==> config.mk <==
export PLATFORM = sky130hd
export DESIGN_NAME = rv_ctrl_fsm
export DESIGN_NICKNAME = d
export VERILOG_FILES = /design/src/rtl/rv_ctrl_fsm.sv
export SDC_FILE = /design/constraint.sdc
export NUM_CORES = 1
export LEC_CHECK = 0
export ABC_AREA = 1
export BUFFER_PORTS_ARGS = -buffer_cell sky130_fd_sc_hd__clkbuf_2
export CAP_MARGIN = 15
export CORE_AREA = 2 2 82 84
export CTS_CLUSTER_SIZE = 10
export DETAILED_ROUTE_END_ITERATION = 7
export DIE_AREA = 0 0 84 86
export GPL_TIMING_DRIVEN = 0
export HOLD_SLACK_MARGIN = 0.12
export SYNTH_ARGS = -nofsm -noshare
export SYNTH_HDL_FRONTEND = slang
export SYNTH_SLANG_ARGS = --single-unit
==> constraint.sdc <==
create_clock -name clk -period 3.4 [get_ports clk]
set_clock_uncertainty 0.1 [all_clocks]
set_input_delay 0.17 -clock clk [delete_from_list [all_inputs] [get_ports clk]]
set_output_delay 0.17 -clock clk [all_outputs]
set_load 0.01 [all_outputs]
==> src/rtl/rv_ctrl_fsm.sv <==
// rv_ctrl_fsm: multi-cycle RV32I control unit.
// Holds the instruction register, sequences FETCH/DECODE/EXEC/MEM/BTGT/TRAP and
// decodes ALU control, operand selects, immediates and datapath strobes.
module rv_ctrl_fsm #(
    parameter logic [31:0] NOP_INSTR = 32'h0000_0013
) (
    input  logic        clk,
    input  logic        reset,
    input  logic [31:0] mem_rdata,
    input  logic        mem_ready,
    output logic        mem_req,
    output logic        mem_we,
    output logic        addr_sel,
    output logic [2:0]  funct3,
    output logic [3:0]  ALUCtrl,
    output logic [1:0]  in1_sel,
    output logic        in2_sel,
    output logic [31:0] imm,
    input  logic        branch,
    output logic [4:0]  rs1_addr,
    output logic [4:0]  rs2_addr,
    output logic [4:0]  rd_addr,
    output logic        rf_we,
    output logic [1:0]  wb_sel,
    output logic        pc_we,
    output logic        pc_src,
    output logic        illegal
);

    localparam logic [6:0] OPC_OP     = 7'b0110011;
    localparam logic [6:0] OPC_OPIMM  = 7'b0010011;
    localparam logic [6:0] OPC_LUI    = 7'b0110111;
    localparam logic [6:0] OPC_AUIPC  = 7'b0010111;
    localparam logic [6:0] OPC_JAL    = 7'b1101111;
    localparam logic [6:0] OPC_JALR   = 7'b1100111;
    localparam logic [6:0] OPC_BRANCH = 7'b1100011;
    localparam logic [6:0] OPC_LOAD   = 7'b0000011;
    localparam logic [6:0] OPC_STORE  = 7'b0100011;
    localparam logic [6:0] OPC_FENCE  = 7'b0001111;
    localparam logic [6:0] F7_ALT     = 7'b0100000;

    typedef enum logic [2:0] {
        S_FETCH,
        S_DECODE,
        S_EXEC,
        S_MEM,
        S_BTGT,
        S_TRAP
    } state_t;

    state_t      r_state;
    logic [31:0] r_ir;
    logic        r_taken;

    logic [6:0]  w_opc;
    logic [2:0]  w_f3;
    logic [6:0]  w_f7;
    logic        w_illegal;
    logic        w_rf_wr;

    assign w_opc    = r_ir[6:0];
    assign w_f3     = r_ir[14:12];
    assign w_f7     = r_ir[31:25];
    assign funct3   = w_f3;
    assign rs1_addr = r_ir[19:15];
    assign rs2_addr = r_ir[24:20];
    assign rd_addr  = r_ir[11:7];

    // Legality check of the held instruction, consumed in DECODE
    always_comb begin
        w_illegal = 1'b0;
        case (w_opc)
            OPC_OP:     w_illegal = !((w_f7 == 7'd0) ||
                                      ((w_f7 == F7_ALT) && ((w_f3 == 3'b000) || (w_f3 == 3'b101))));
            OPC_OPIMM: begin
                if (w_f3 == 3'b001)
                    w_illegal = (w_f7 != 7'd0);
                else if (w_f3 == 3'b101)
                    w_illegal = !((w_f7 == 7'd0) || (w_f7 == F7_ALT));
            end
            OPC_BRANCH: w_illegal = (w_f3 == 3'b010) || (w_f3 == 3'b011);
            OPC_LOAD:   w_illegal = (w_f3 == 3'b011) || (w_f3 == 3'b110) || (w_f3 == 3'b111);
            OPC_STORE:  w_illegal = (w_f3 > 3'b010);
            OPC_JALR:   w_illegal = (w_f3 != 3'b000);
            OPC_LUI, OPC_AUIPC, OPC_JAL, OPC_FENCE: w_illegal = 1'b0;
            default:    w_illegal = 1'b1;
        endcase
    end

    // Immediate formatting by instruction format; shifts expose only shamt
    always_comb begin
        imm = {{20{r_ir[31]}}, r_ir[31:20]};
        case (w_opc)
            OPC_OPIMM: begin
                if ((w_f3 == 3'b001) || (w_f3 == 3'b101))
                    imm = {27'd0, r_ir[24:20]};
            end
            OPC_STORE:  imm = {{20{r_ir[31]}}, r_ir[31:25], r_ir[11:7]};
            OPC_BRANCH: imm = {{19{r_ir[31]}}, r_ir[31], r_ir[7], r_ir[30:25], r_ir[11:8], 1'b0};
            OPC_LUI, OPC_AUIPC: imm = {r_ir[31:12], 12'd0};
            OPC_JAL:    imm = {{11{r_ir[31]}}, r_ir[31], r_ir[19:12], r_ir[20], r_ir[30:21], 1'b0};
            default:    ;
        endcase
    end

    // Output decode from state and IR; strobes are masked during reset
    always_comb begin
        mem_req  = 1'b0;
        mem_we   = 1'b0;
        addr_sel = 1'b0;
        ALUCtrl  = 4'b0000;
        in1_sel  = 2'b00;
        in2_sel  = 1'b1;
        wb_sel   = 2'b00;
        pc_we    = 1'b0;
        pc_src   = 1'b0;
        illegal  = 1'b0;
        w_rf_wr  = 1'b0;

        // ALU selects by class; held unchanged through MEM
        case (w_opc)
            OPC_OP: begin
                ALUCtrl = {r_ir[30], w_f3};
                in2_sel = 1'b0;
            end
            OPC_OPIMM:  ALUCtrl = {(w_f3 == 3'b101) & r_ir[30], w_f3};
            OPC_LUI:    in1_sel = 2'b10;
            OPC_AUIPC:  in1_sel = 2'b01;
            OPC_JAL:    in1_sel = 2'b01;
            OPC_BRANCH: begin
                ALUCtrl = {1'b1, w_f3};
                in2_sel = 1'b0;
            end
            default: ;
        endcase

        case (w_opc)
            OPC_LOAD:           wb_sel = 2'b01;
            OPC_JAL, OPC_JALR:  wb_sel = 2'b10;
            default:            ;
        endcase

        case (r_state)
            S_FETCH: mem_req = 1'b1;
            S_DECODE: ;
            S_EXEC: begin
                case (w_opc)
                    OPC_OP, OPC_OPIMM, OPC_LUI, OPC_AUIPC: begin
                        w_rf_wr = 1'b1;
                        pc_we   = 1'b1;
                    end
                    OPC_JAL, OPC_JALR: begin
                        w_rf_wr = 1'b1;
                        pc_we   = 1'b1;
                        pc_src  = 1'b1;
                    end
                    OPC_FENCE: pc_we = 1'b1;
                    default: ;
                endcase
            end
            S_MEM: begin
                mem_req  = 1'b1;
                addr_sel = 1'b1;
                mem_we   = (w_opc == OPC_STORE);
                if (mem_ready) begin
                    w_rf_wr = (w_opc == OPC_LOAD);
                    pc_we   = 1'b1;
                end
            end
            S_BTGT: begin
                in1_sel = 2'b01;
                in2_sel = 1'b1;
                ALUCtrl = 4'b0000;
                pc_we   = 1'b1;
                pc_src  = r_taken;
            end
            S_TRAP: illegal = 1'b1;
            default: ;
        endcase

        if (reset) begin
            mem_req = 1'b0;
            mem_we  = 1'b0;
            w_rf_wr = 1'b0;
            pc_we   = 1'b0;
            illegal = 1'b0;
        end
    end

    assign rf_we = w_rf_wr & (rd_addr != 5'd0);

    // State, instruction register and branch-taken flag
    always_ff @(posedge clk) begin
        if (reset) begin
            r_state <= S_FETCH;
            r_ir    <= NOP_INSTR;
            r_taken <= 1'b0;
        end else begin
            case (r_state)
                S_FETCH: begin
                    if (mem_ready) begin
                        r_ir    <= mem_rdata;
                        r_state <= S_DECODE;
                    end
                end
                S_DECODE: r_state <= w_illegal ? S_TRAP : S_EXEC;
                S_EXEC: begin
                    case (w_opc)
                        OPC_BRANCH: begin
                            r_taken <= branch;
                            r_state <= S_BTGT;
                        end
                        OPC_LOAD, OPC_STORE: r_state <= S_MEM;
                        default:             r_state <= S_FETCH;
                    endcase
                end
                S_MEM: begin
                    if (mem_ready)
                        r_state <= S_FETCH;
                end
                S_BTGT:  r_state <= S_FETCH;
                S_TRAP:  r_state <= S_TRAP;
                default: r_state <= S_FETCH;
            endcase
        end
    end

endmodule
-- Word-level counts from Yosys, hierarchy flattened
Cells that the tools add are included.
- reduce and logical (&&, ||, !) cells: 28
- magnitude comparators: 1
- bitwise operators: 2
- muxes and demuxes: 34
- eq/ne operators: 24
- operators with widths (operator ; count):
    $pmux W32 S5 ; 1
    $mux W32 ; 1
    $eq A7 B6 Y1 const B ; 4
    $eq A7 B7 Y1 const B ; 3
    $mux W1 ; 18
    $eq A3 B3 Y1 const B ; 5
    $pmux W3 S5 ; 1
    $eq A7 B5 Y1 const B ; 2
    $eq A3 B2 Y1 const B ; 4
    $pmux W4 S3 ; 1
    $reduce_or A2 Y1 ; 6
    $mux W3 ; 3
    $pmux W2 S2 ; 2
    $eq A7 B2 Y1 const B ; 1
    $eq A7 B4 Y1 const B ; 1
    $logic_not A7 Y1 ; 1
    $logic_or A1 B1 Y1 ; 7
    $pmux W1 S7 ; 1
    $reduce_bool A7 Y1 ; 1
    $reduce_or A7 Y1 ; 1
    $eq A3 B1 Y1 const B ; 2
    $logic_not A3 Y1 ; 2
    $pmux W3 S2 ; 1
    $reduce_and A2 Y1 ; 3
    13 further kinds ; 17
- register bits: 36
- output and inout port bits: 66
- input bits: 36

-- Logic depth before layout (Yosys ltp)
Gate-level depths: netlist of run 1.
- depth in word-level cells: 8
- gate-level depth with buffers: 13
- mapped depth without buffers: 13

-- Worst setup path after synthesis of run 1
OpenSTA, ideal clock, no wires.
- path kind: reg2out
- start point: reg r_ir[6]
- end point: out imm[20]
- setup slack: 1.820 ns
- arrival time: 1.310 ns
- buffers on the path: 1
- stages on the path, launching flop included: 10
- path through: dfxtp_1 inv_2 nand2_1 nor2_1 nand2_4 nand3_1 nand3_2 o21ai_2 buf_6 o21ai_2
- cells in the longest elaborated chain, start to end: 3
- elaborated cells on any way between the ends: 8
- classes of those cells: 6 x eq/ne; 1 x mux; 1 x reduce/logical
- ends and longest elaborated chain (what ; RTL line ; source):
    from (decl) ; 52 ; logic [31:0] r_ir;
    from (signal assigned) ; 202 ; r_ir <= mem_rdata;
    $eq A7 B6 Y1 / $eq A7 B5 Y1 (equally long branches) ; 93 ; case (w_opc)
    $reduce_or A2 Y1 ; 93 ;
    $pmux W32 S5 (*) ; 93 ;
    to (decl) ; 18 ; output logic [31:0] imm,
Mark *: on every way between the ends. The rest lies on a longest branch, timed or not.

-- Final worst setup path of run 1
- start point: reg r_ir[5]
- end point: out imm[7]
Same word-level chain as after synthesis.

==> results of run 1 <==
==> through the flow <==
step	utilization	hold WS (ns)	power, W	worst slack [ns]	cells
floorplan	-	0.1324	0.001718	1.820	354
global placement	0.4620	0.2924	0.002217	1.490	532
detailed placement	0.4620	0.2938	0.002236	1.480	532
CTS	0.5310	0.1583	0.002582	1.154	574
global route	0.5310	0.2067	0.002795	0.8908	574
finish	0.5310	0.1539	0.002574	1.139	574
==> critical path: stages, from the launching register on <==
cell and delay [ns]:
dfxtp_1 0.42, nand2_2 0.11, nor2_4 0.17, nand3_2 0.15, nand3_1 0.14, nand3_2 0.10, nor2_1 0.38, nor2_1 0.09
clkbuf_2 0.14
==> what timing repair did <==
| item | CTS | global route |
|---|---|---|
| resized for setup | 0 | 0 |
| hold endpoints to repair | 35 | 0 |
| buffers inserted | 0 | 0 |
| hold buffers | 34 | 0 |
==> synthesized netlist by cell type, drive strengths merged <==
cell type  number  area [sq um]
nor3            5         30.03
a21oi          27         138.9
o22ai           4         25.02
o211ai          1         7.510
o221ai          2         17.52
o21ai          48         281.5
buf            20         151.4
nand2          67         289.0
a31oi           1         6.260
inv            50         187.7
nand3          23         130.1
dfxtp          36         720.7
clkbuf          8         31.28
nor2           58         254.0
nand4           3         18.77
a41oi           1         8.760
==> cell type report <==
| type | count | area, sq um | area share |
|---|---|---|---|
| Clock inverter | 2 | 10.01 | 0.003003 |
| Timing Repair Buffer | 135 | 845.8 | 0.2538 |
| Buffer | 28 | 182.7 | 0.05480 |
| Multi-Input combinational cell | 240 | 1207 | 0.3622 |
| Sequential cell | 36 | 720.7 | 0.2162 |
| Inverter | 50 | 187.7 | 0.05631 |
| Clock buffer | 6 | 82.58 | 0.02477 |
| Tap cell | 77 | 96.34 | 0.02890 |
==> sequential cells by signal, summed over array words and instances (netlist names) <==
register,count
r_state,3
r_ir,32
r_taken,1
==> kinds of logic (layout without fill, tap and decap cells) <==
kind of cell,count (synthesis),in the layout,synth area share
compound gates,84,84,0.2112
buf+inv,78,221,0.1611
flops,36,36,0.3136
simple gates,156,156,0.3141
==> metal layers <==
| metal | part of all wire | routed length [um] |
|---|---|---|
| met5 | 0 | 0 |
| met4 | 0.024 | 176 |
| met3 | 0.043 | 308 |
| met2 | 0.47 | 3377 |
| met1 | 0.47 | 3359 |
==> worst min-delay path by stage <==
stage / from / endpoint / slack (ns) / cells after the start
floorplan: reset / r_state[0] / 0.13 / 1
global placement: mem_rdata[4] / r_ir[4] / 0.29 / 3
detailed placement: mem_rdata[4] / r_ir[4] / 0.29 / 3
CTS: mem_ready / r_state[0] / 0.16 / 4
global route: mem_ready / r_state[0] / 0.21 / 4
finish: mem_ready / r_state[0] / 0.15 / 4
==> power by group through the flow <==
stage / sequential [W] / combinational [W] / clock [W]
6_report: 0.000680 / 0.00158 / 0.000317
5_1_grt: 0.000701 / 0.00175 / 0.000342
4_1_cts: 0.000679 / 0.00158 / 0.000319
3_5_place_dp: 0.000688 / 0.00155 / 0
3_3_place_gp: 0.000683 / 0.00153 / 0
2_1_floorplan: 0.000657 / 0.00106 / 0
==> flow_summary.ini, run 1 <==
[detailed_routing]
postRouteAntennaNets = 0
vias = 2748
routed_wl_mm = 7.222
drtIter0Drc = 101
drcViolationCount = 0
dr.pass1.iters = 4
viasPerCell = 4.787
wl_per_cell_um = 12.58

[grt]
grt_usage = 0.2002
grt-busiest-layer = met2
grtUsageMet3 = 0.03946
antenna_found_initial = 0
met2_usage = 0.3273
grt_max_degree = 12
grt_pass1_vias = 2573
grt_use_met1 = 0.2622
grt_pass1_wl_mm = 11.83
grt.overflow.total = 0

[synth]
yosysWarnings = 0
synthesis.nets = 390
netlist_area_sq_mm = 0.002298
postSynthCellCount = 354
synth_cell_types = 29
yosysSeqAreaShare = 0.3136
synth-seq-cells = 36
synth_area_per_cell_sq_um = 6.493

[flow_run]
maxCapViolCount = 0

[sta]
report.final.slew_viol_count = 0
slew_headroom = 0.6652
setup_violations = 0
tightest_slew_ns = 0.4984
finalHoldViolations = 0
period_minus_slack_ns = 2.261
post-route-period-util = 0.6650
fmax_mhz = 442.3
rsz0062_at_grt = no
fin_tns_setup_ns = 0

[clock_network]
htree_levels = 2
clockBufferDepth = 2
cts_sinks = 36
cts_root_buf = clkbuf_8
cts_buffers = 5
path_clk_slew_ns = 0.07
insertion_delay_ns = 0.29
cts_tree = built

[power_and_ir_drop]
p_per_area_mw_per_mm2 = 772.1
leakagePower_nw = 1.749
pwr-share-comb = 0.613
seqPwrFrac = 0.264
switching_share = 0.4878
clkPwrFrac = 0.123
ir_drop_v = 0.0003180
p_switching_w = 0.001255
p_int_w = 0.001318

[critical_path]
ff2ff_setup_slack_ns = 1.54
reg2reg_from = r_state[2]
worstSetupStartpointType = flip-flop
critPathKind = reg -> out
cp-endpoint = imm[7]
arrival_ns = 1.99
cp_max_fo = 6
crit_start = r_ir[5]
end_kind = output port
required_ns = 3.13
r2r.worst_path.cells = 9
r2r_end = r_ir[23]

[floorplan]
ios = 102
core_area_sq_mm = 0.006277
rows = 29
start_util = 0.3662
die-area_sq_mm = 0.007224
die_y_um = 86
fp.dieW_um = 84

[run_status]
status = finished, final reports clean

[placed_design]
port_buffers = 101
place_congestion = 0.9014
dp_hpwl_mm = 5.588
dpl_cell_area_sq_mm = 0.002900

[cells_and_area]
syn2layout_area_growth_pct = 45.02
nets = 532
final_common_cell = clkbuf_2
fillerInstances = 659
final_area_sq_mm = 0.003333
antenna-diode-count = 0
most-common-layout-cells = clkbuf_2, nand2_1, nor2_1
drive_gt1_frac = 0.3300

[hold_path]
min_path_type = in -> reg
No activity file was read; power rests on OpenSTA's default activity.
==> inputs of run 2 (changes only) <==
PLACE_DENSITY = 0.67   (was unset)
clock period = 1.8 ns   (was 3.4 ns; I/O delays follow)
==> run 2 against run 1 <==
  * Largest cell class unchanged
  * Routed wire length is 20% higher
  * The run now ends with negative setup slack left
  * Critical path depth up 2
  * Critical endpoint is now imm[24]
  * Global-route usage grew 2.1 points
  * Worst hold slack gained 0.24 ns
  * Clock-buffer cell count increased by 1
  * Cell count up 5.1%
  * Critical path type unchanged
  * Flip-flop and latch count stayed put
==> flow_summary.ini, run 2 (synthesis gave the netlist of run 1 again) <==
[run_status]
status = complete, but fails checks
violations = negative setup slack

[detailed_routing]
viasPerCell = 5.056
dr.pass1.iters = 5
vias = 3049
wl_per_cell_um = 14.41
routed_wl_mm = 8.690
postRouteAntennaNets = 0
drcViolationCount = 0
drtIter0Drc = 323

[hold_path]
min_from = r_ir[1]
whs_path_depth = 2
min_to = r_ir[1]
min_path_type = reg -> reg

[placed_design]
dp_hpwl_mm = 5.617
place_congestion = 0.9195
place_ws_ns = -0.05506
placed_cells = 532
port_buffers = 101

[cells_and_area]
reg.largest.list = r_ir x32, r_state x3, r_taken x1
largest_reg_flops = 32
nets = 561
most-common-layout-cells = clkbuf_2, nand2_1, buf_4
postLayoutCoreUtil = 0.6129
final_cells = 603
drive_gt1_frac = 0.4487
antenna-diode-count = 0
syn2layout_area_growth_pct = 67.39
final_common_cell = clkbuf_2
regMostFlops = r_ir

[critical_path]
crit_buf_inv = 3
reg2reg_from = r_state[2]
r2r.worst_path.cells = 8
required_ns = 1.61
worstSetupStartpointType = flip-flop
cp_max_fo = 5
end_kind = output port
cp_top_family = simple AND/OR/NAND/NOR gates
slowest_stage = dfxtp_4
critPathKind = reg -> out
r2r_end = r_ir[20]
critPathMaxStageDelay_ns = 0.37
crit_chain = inv_6, nand2_4, nor2_8, nand2_4, nand3_4, nand3_4, o21ai_4, buf_6, o21ai_2, clkbuf_2
arrival_ns = 1.75
ff2ff_setup_slack_ns = 0.08

[sta]
tightest_slew_ns = 0.4842
fin_ws_ns = -0.1432
whs_ns = 0.3910
report.final.slew_viol_count = 0
finalHoldViolations = 0
fmax_mhz = 514.6
rsz0062_at_grt = yes
setup_violations = 37
period_minus_slack_ns = 1.943
slew_headroom = 0.6772
post-route-period-util = 1.080

[power_and_ir_drop]
p_per_area_mw_per_mm2 = 1560
leakagePower_nw = 1.953
p_int_w = 0.003151
clkPwrFrac = 0.133
p_switching_w = 0.002850
switching_share = 0.4749
ir_drop_v = 0.0006733
seqPwrFrac = 0.230
pwr-share-comb = 0.637

[clock_network]
cts_sinks = 36
path_clk_slew_ns = 0.07
cts_buffers = 5
cts_tree = built
cts_root_buf = clkbuf_8
htree_levels = 2
insertion_delay_ns = 0.30
clockBufferDepth = 2

[floorplan]
fp.dieW_um = 84
ios = 102
start_util = 0.3662
die-area_sq_mm = 0.007224
die_y_um = 86
rows = 29
core_area_sq_mm = 0.006277

[grt]
grt_usage = 0.2210
grt_pass1_wl_mm = 13.03
antenna_found_initial = 0
grt_max_degree = 12
grt_pass1_vias = 2766
grt.overflow.total = 0

[flow_run]
maxCapViolCount = 0
run 2: changes by cell type in the layout (fill, tap and decap cells not counted), sizes merged:
cell         delta
buf            +40
clkbuf         -11
clkinv          -2
bufinv          +1
dlygate4sd3     +1
run 2: worst register-to-register path: cells and delay by family, from the launching register on:
kind | cells | cell delay [ns]
buffers and inverters | 4 | 0.76
flip-flops | 1 | 0.42
AND/OR/NAND/NOR | 3 | 0.17
AO/OA/AOI/OAI | 1 | 0.14
run 2: through the flow:
| step | setup TNS [ns] | power (W) | area, sq um |
|---|---|---|---|
| after CTS | -3.651 | 0.005583 | 3681 |
| after global placement | -0.004185 | 0.004161 | 2900 |
| final | -3.492 | 0.006000 | 3847 |
| after floorplan | 0 | 0.003244 | 2298 |
| after global routing | -6.524 | 0.006370 | 3847 |
| after detailed placement | -0.5763 | 0.004207 | 2900 |
run 2: layer usage:
layer  vias up  routed length [um]  part of all wire  track usage
li1       1466                   -                 -            -
met5         -                   0                 0            0
met3        30                 502             0.058      0.03272
met4         0                 273             0.031      0.08504
met2       137                4433              0.51       0.3920
met1      1416                3480              0.40       0.2707
run 2: repair_timing:
item	CTS	global route
gates cloned	1	0
resized for setup	50	53
setup buffers	18	9
pin swaps	12	14
endpoints found under the setup margin	57	63
hold buffers	35	0
hold endpoints to repair	35	0
run 2: final cells by class:
type	instances	area, sq um
fillers	540	2430
inverters	50	205.2
repair buffers	164	1087
clock buffers	7	96.34
multi-input cells	240	1399
clock inverters	1	30.03
plain buffers	28	191.4
flip-flops and latches	36	742.0
well taps	77	96.34
run 2: how the worst max path moves through the flow:
stage / start / end / slack (ns) / cells past startpoint
5_1_grt: r_ir[2] / ALUCtrl[0] / -0.21 / 11
3_3_place_gp: r_state[0] / r_ir[30] / -0.004 / 9
2_1_floorplan: r_ir[6] / imm[20] / 0.30 / 9
3_5_place_dp: r_state[0] / r_ir[30] / -0.06 / 9
4_1_cts: r_ir[4] / imm[29] / -0.16 / 10
6_report: r_ir[2] / imm[24] / -0.14 / 10
run 2: power groups by stage:
stage                     clock network (W)  logic (W)  registers [W]
after floorplan                           0    0.00200        0.00124
after global placement                    0    0.00287        0.00129
after detailed placement                  0    0.00291        0.00130
after CTS                          0.000794    0.00346        0.00133
after global routing               0.000833    0.00413        0.00141
final                              0.000796    0.00382        0.00138
==> inputs of run 3 (changes only) <==
CTS_BUF_LIST = sky130_fd_sc_hd__clkbuf_8   (was unset)
CTS_CLUSTER_SIZE = unset   (was 10)
MAX_ROUTING_LAYER = met4   (was unset)
==> run 3 against run 2 <==
  * Non-clock buffer count unchanged
  * Global-route usage increased by 0.64 points
  * Highest routed layer unchanged
  * The run still ends with negative setup slack left
  * Combinational power hardly changed
==> flow_summary.ini, run 3 (synthesis gave the netlist of run 1 again) <==
[critical_path]
crit_buf_inv = 3
cp_top_family = simple AND/OR/NAND/NOR gates
worstSetupStartpointType = flip-flop
critPathKind = reg -> out
required_ns = 1.61
arrival_ns = 1.76
cp_max_fo = 5
crit_path_frequent_cell = nand3_4
crit_chain = inv_4, nand2_4, nor2_4, nand3_4, nand3_4, nand3_4, o21ai_4, buf_6, o21ai_2, clkbuf_2
end_kind = output port
slowest_stage = dfxtp_4
critPathMaxStageDelay_ns = 0.38

[floorplan]
start_util = 0.3662
core_area_sq_mm = 0.006277
die-area_sq_mm = 0.007224
die_y_um = 86
fp.dieW_um = 84
rows = 29
ios = 102

[clock_network]
insertion_delay_ns = 0.30
path_clk_slew_ns = 0.07
cts_tree = built
cts_sinks = 36
clockBufferDepth = 2
cts_buffers = 5
htree_levels = 2
cts_root_buf = clkbuf_8

[power_and_ir_drop]
leakagePower_nw = 1.953
p_per_area_mw_per_mm2 = 1557
ir_drop_v = 0.0006721

[placed_design]
dp_hpwl_mm = 5.617
port_buffers = 101
placed_cells = 532
dpl_cell_area_sq_mm = 0.002900
place_congestion = 0.9356

[cells_and_area]
final_cells = 603
syn2layout_area_growth_pct = 67.39
fillerInstances = 540
largest_reg_flops = 32
final_common_cell = clkbuf_2
multi_input_area_sq_mm = 0.001399
seq_area_sq_um = 742.0
most-common-layout-cells = clkbuf_2, nand2_1, buf_4
antenna-diode-count = 0
final_area_sq_mm = 0.003847
drive_gt1_frac = 0.4487
reg.largest.list = r_ir x32, r_state x3, r_taken x1
nets = 561
regMostFlops = r_ir

[sta]
fin_tns_setup_ns = -3.641
finalHoldViolations = 0
slew_headroom = 0.6835
setup_violations = 36
whs_ns = 0.3892
period_minus_slack_ns = 1.951
rsz0062_at_grt = yes
tightest_slew_ns = 0.4748
fin_ws_ns = -0.1511
post-route-period-util = 1.084
report.final.slew_viol_count = 0
fmax_mhz = 512.5

[grt]
grt_pass1_vias = 2768
grt_usage = 0.2274
grt_max_degree = 12
grt.overflow.total = 0
antenna_found_initial = 0
grt_pass1_wl_mm = 13.03

[detailed_routing]
wl_per_cell_um = 14.40
viasPerCell = 5.068
routed_wl_mm = 8.682
vias = 3056
drtIter0Drc = 309
dr.pass1.iters = 5
drcViolationCount = 0
postRouteAntennaNets = 0

[run_status]
violations = negative setup slack
status = complete, but fails checks

[hold_path]
min_path_type = reg -> reg

[flow_run]
maxCapViolCount = 0
[run 3: where the power goes]
group | total (W) | switching (W) | internal [W]
Combinational | 0.00382 | 0.00225 | 0.00157
Sequential | 0.00138 | 0.000287 | 0.00109
Clock | 0.000797 | 0.000308 | 0.000489
Total | 0.00599 | 0.00284 | 0.00315
[run 3: worst paths after layout]
check	from	endpoint	slack, ns	depth (start not counted)
setup / recovery	r_ir[4]	imm[24]	-0.15	10
hold reg to reg	r_ir[1]	r_ir[1]	0.39	2
hold / removal	r_ir[1]	r_ir[1]	0.39	2
setup reg to reg	r_state[0]	r_ir[28]	0.07	9
[run 3: layout make-up]
class | instances | share of cell area
plain buffers | 28 | 0.04976
repair buffers | 164 | 0.2826
clock inverters | 1 | 0.007805
flip-flops and latches | 36 | 0.1928
clock buffers | 7 | 0.02504
inverters | 50 | 0.05333
well taps | 77 | 0.02504
multi-input cells | 240 | 0.3636
[run 3: worst min-delay path, stage by stage (launching register included)]
cell and delay [ns]:
dfxtp_2 0.35, nand2_1 0.05, nand3_1 0.05
[run 3: layer usage]
layer | global-route usage | vias up | part of all wire
met2 | 0.3913 | 135 | 0.50
met1 | 0.2724 | 1414 | 0.40
met3 | 0.02984 | 34 | 0.054
met5 | - | - | 0
li1 | - | 1473 | -
met4 | 0.08504 | 0 | 0.038
[run 3: timing repair]
| item | CTS | global route |
|---|---|---|
| hold endpoints to repair | 35 | 0 |
| setup buffers | 18 | 9 |
| cloned | 1 | 0 |
| resized for setup | 50 | 53 |
| setup endpoints to repair | 57 | 63 |
| pin swaps | 12 | 14 |
| hold buffers | 35 | 0 |
[run 3: per-stage QoR]
| stage | setup slack, ns | utilization | power (W) |
|---|---|---|---|
| finish | -0.1511 | 0.6129 | 0.005992 |
| global route | -0.2128 | 0.6129 | 0.006366 |
| CTS | -0.1605 | 0.5864 | 0.005583 |
| detailed placement | -0.05506 | 0.4620 | 0.004207 |
| global placement | -0.004185 | 0.4620 | 0.004161 |
| floorplan | 0.3003 | - | 0.003244 |
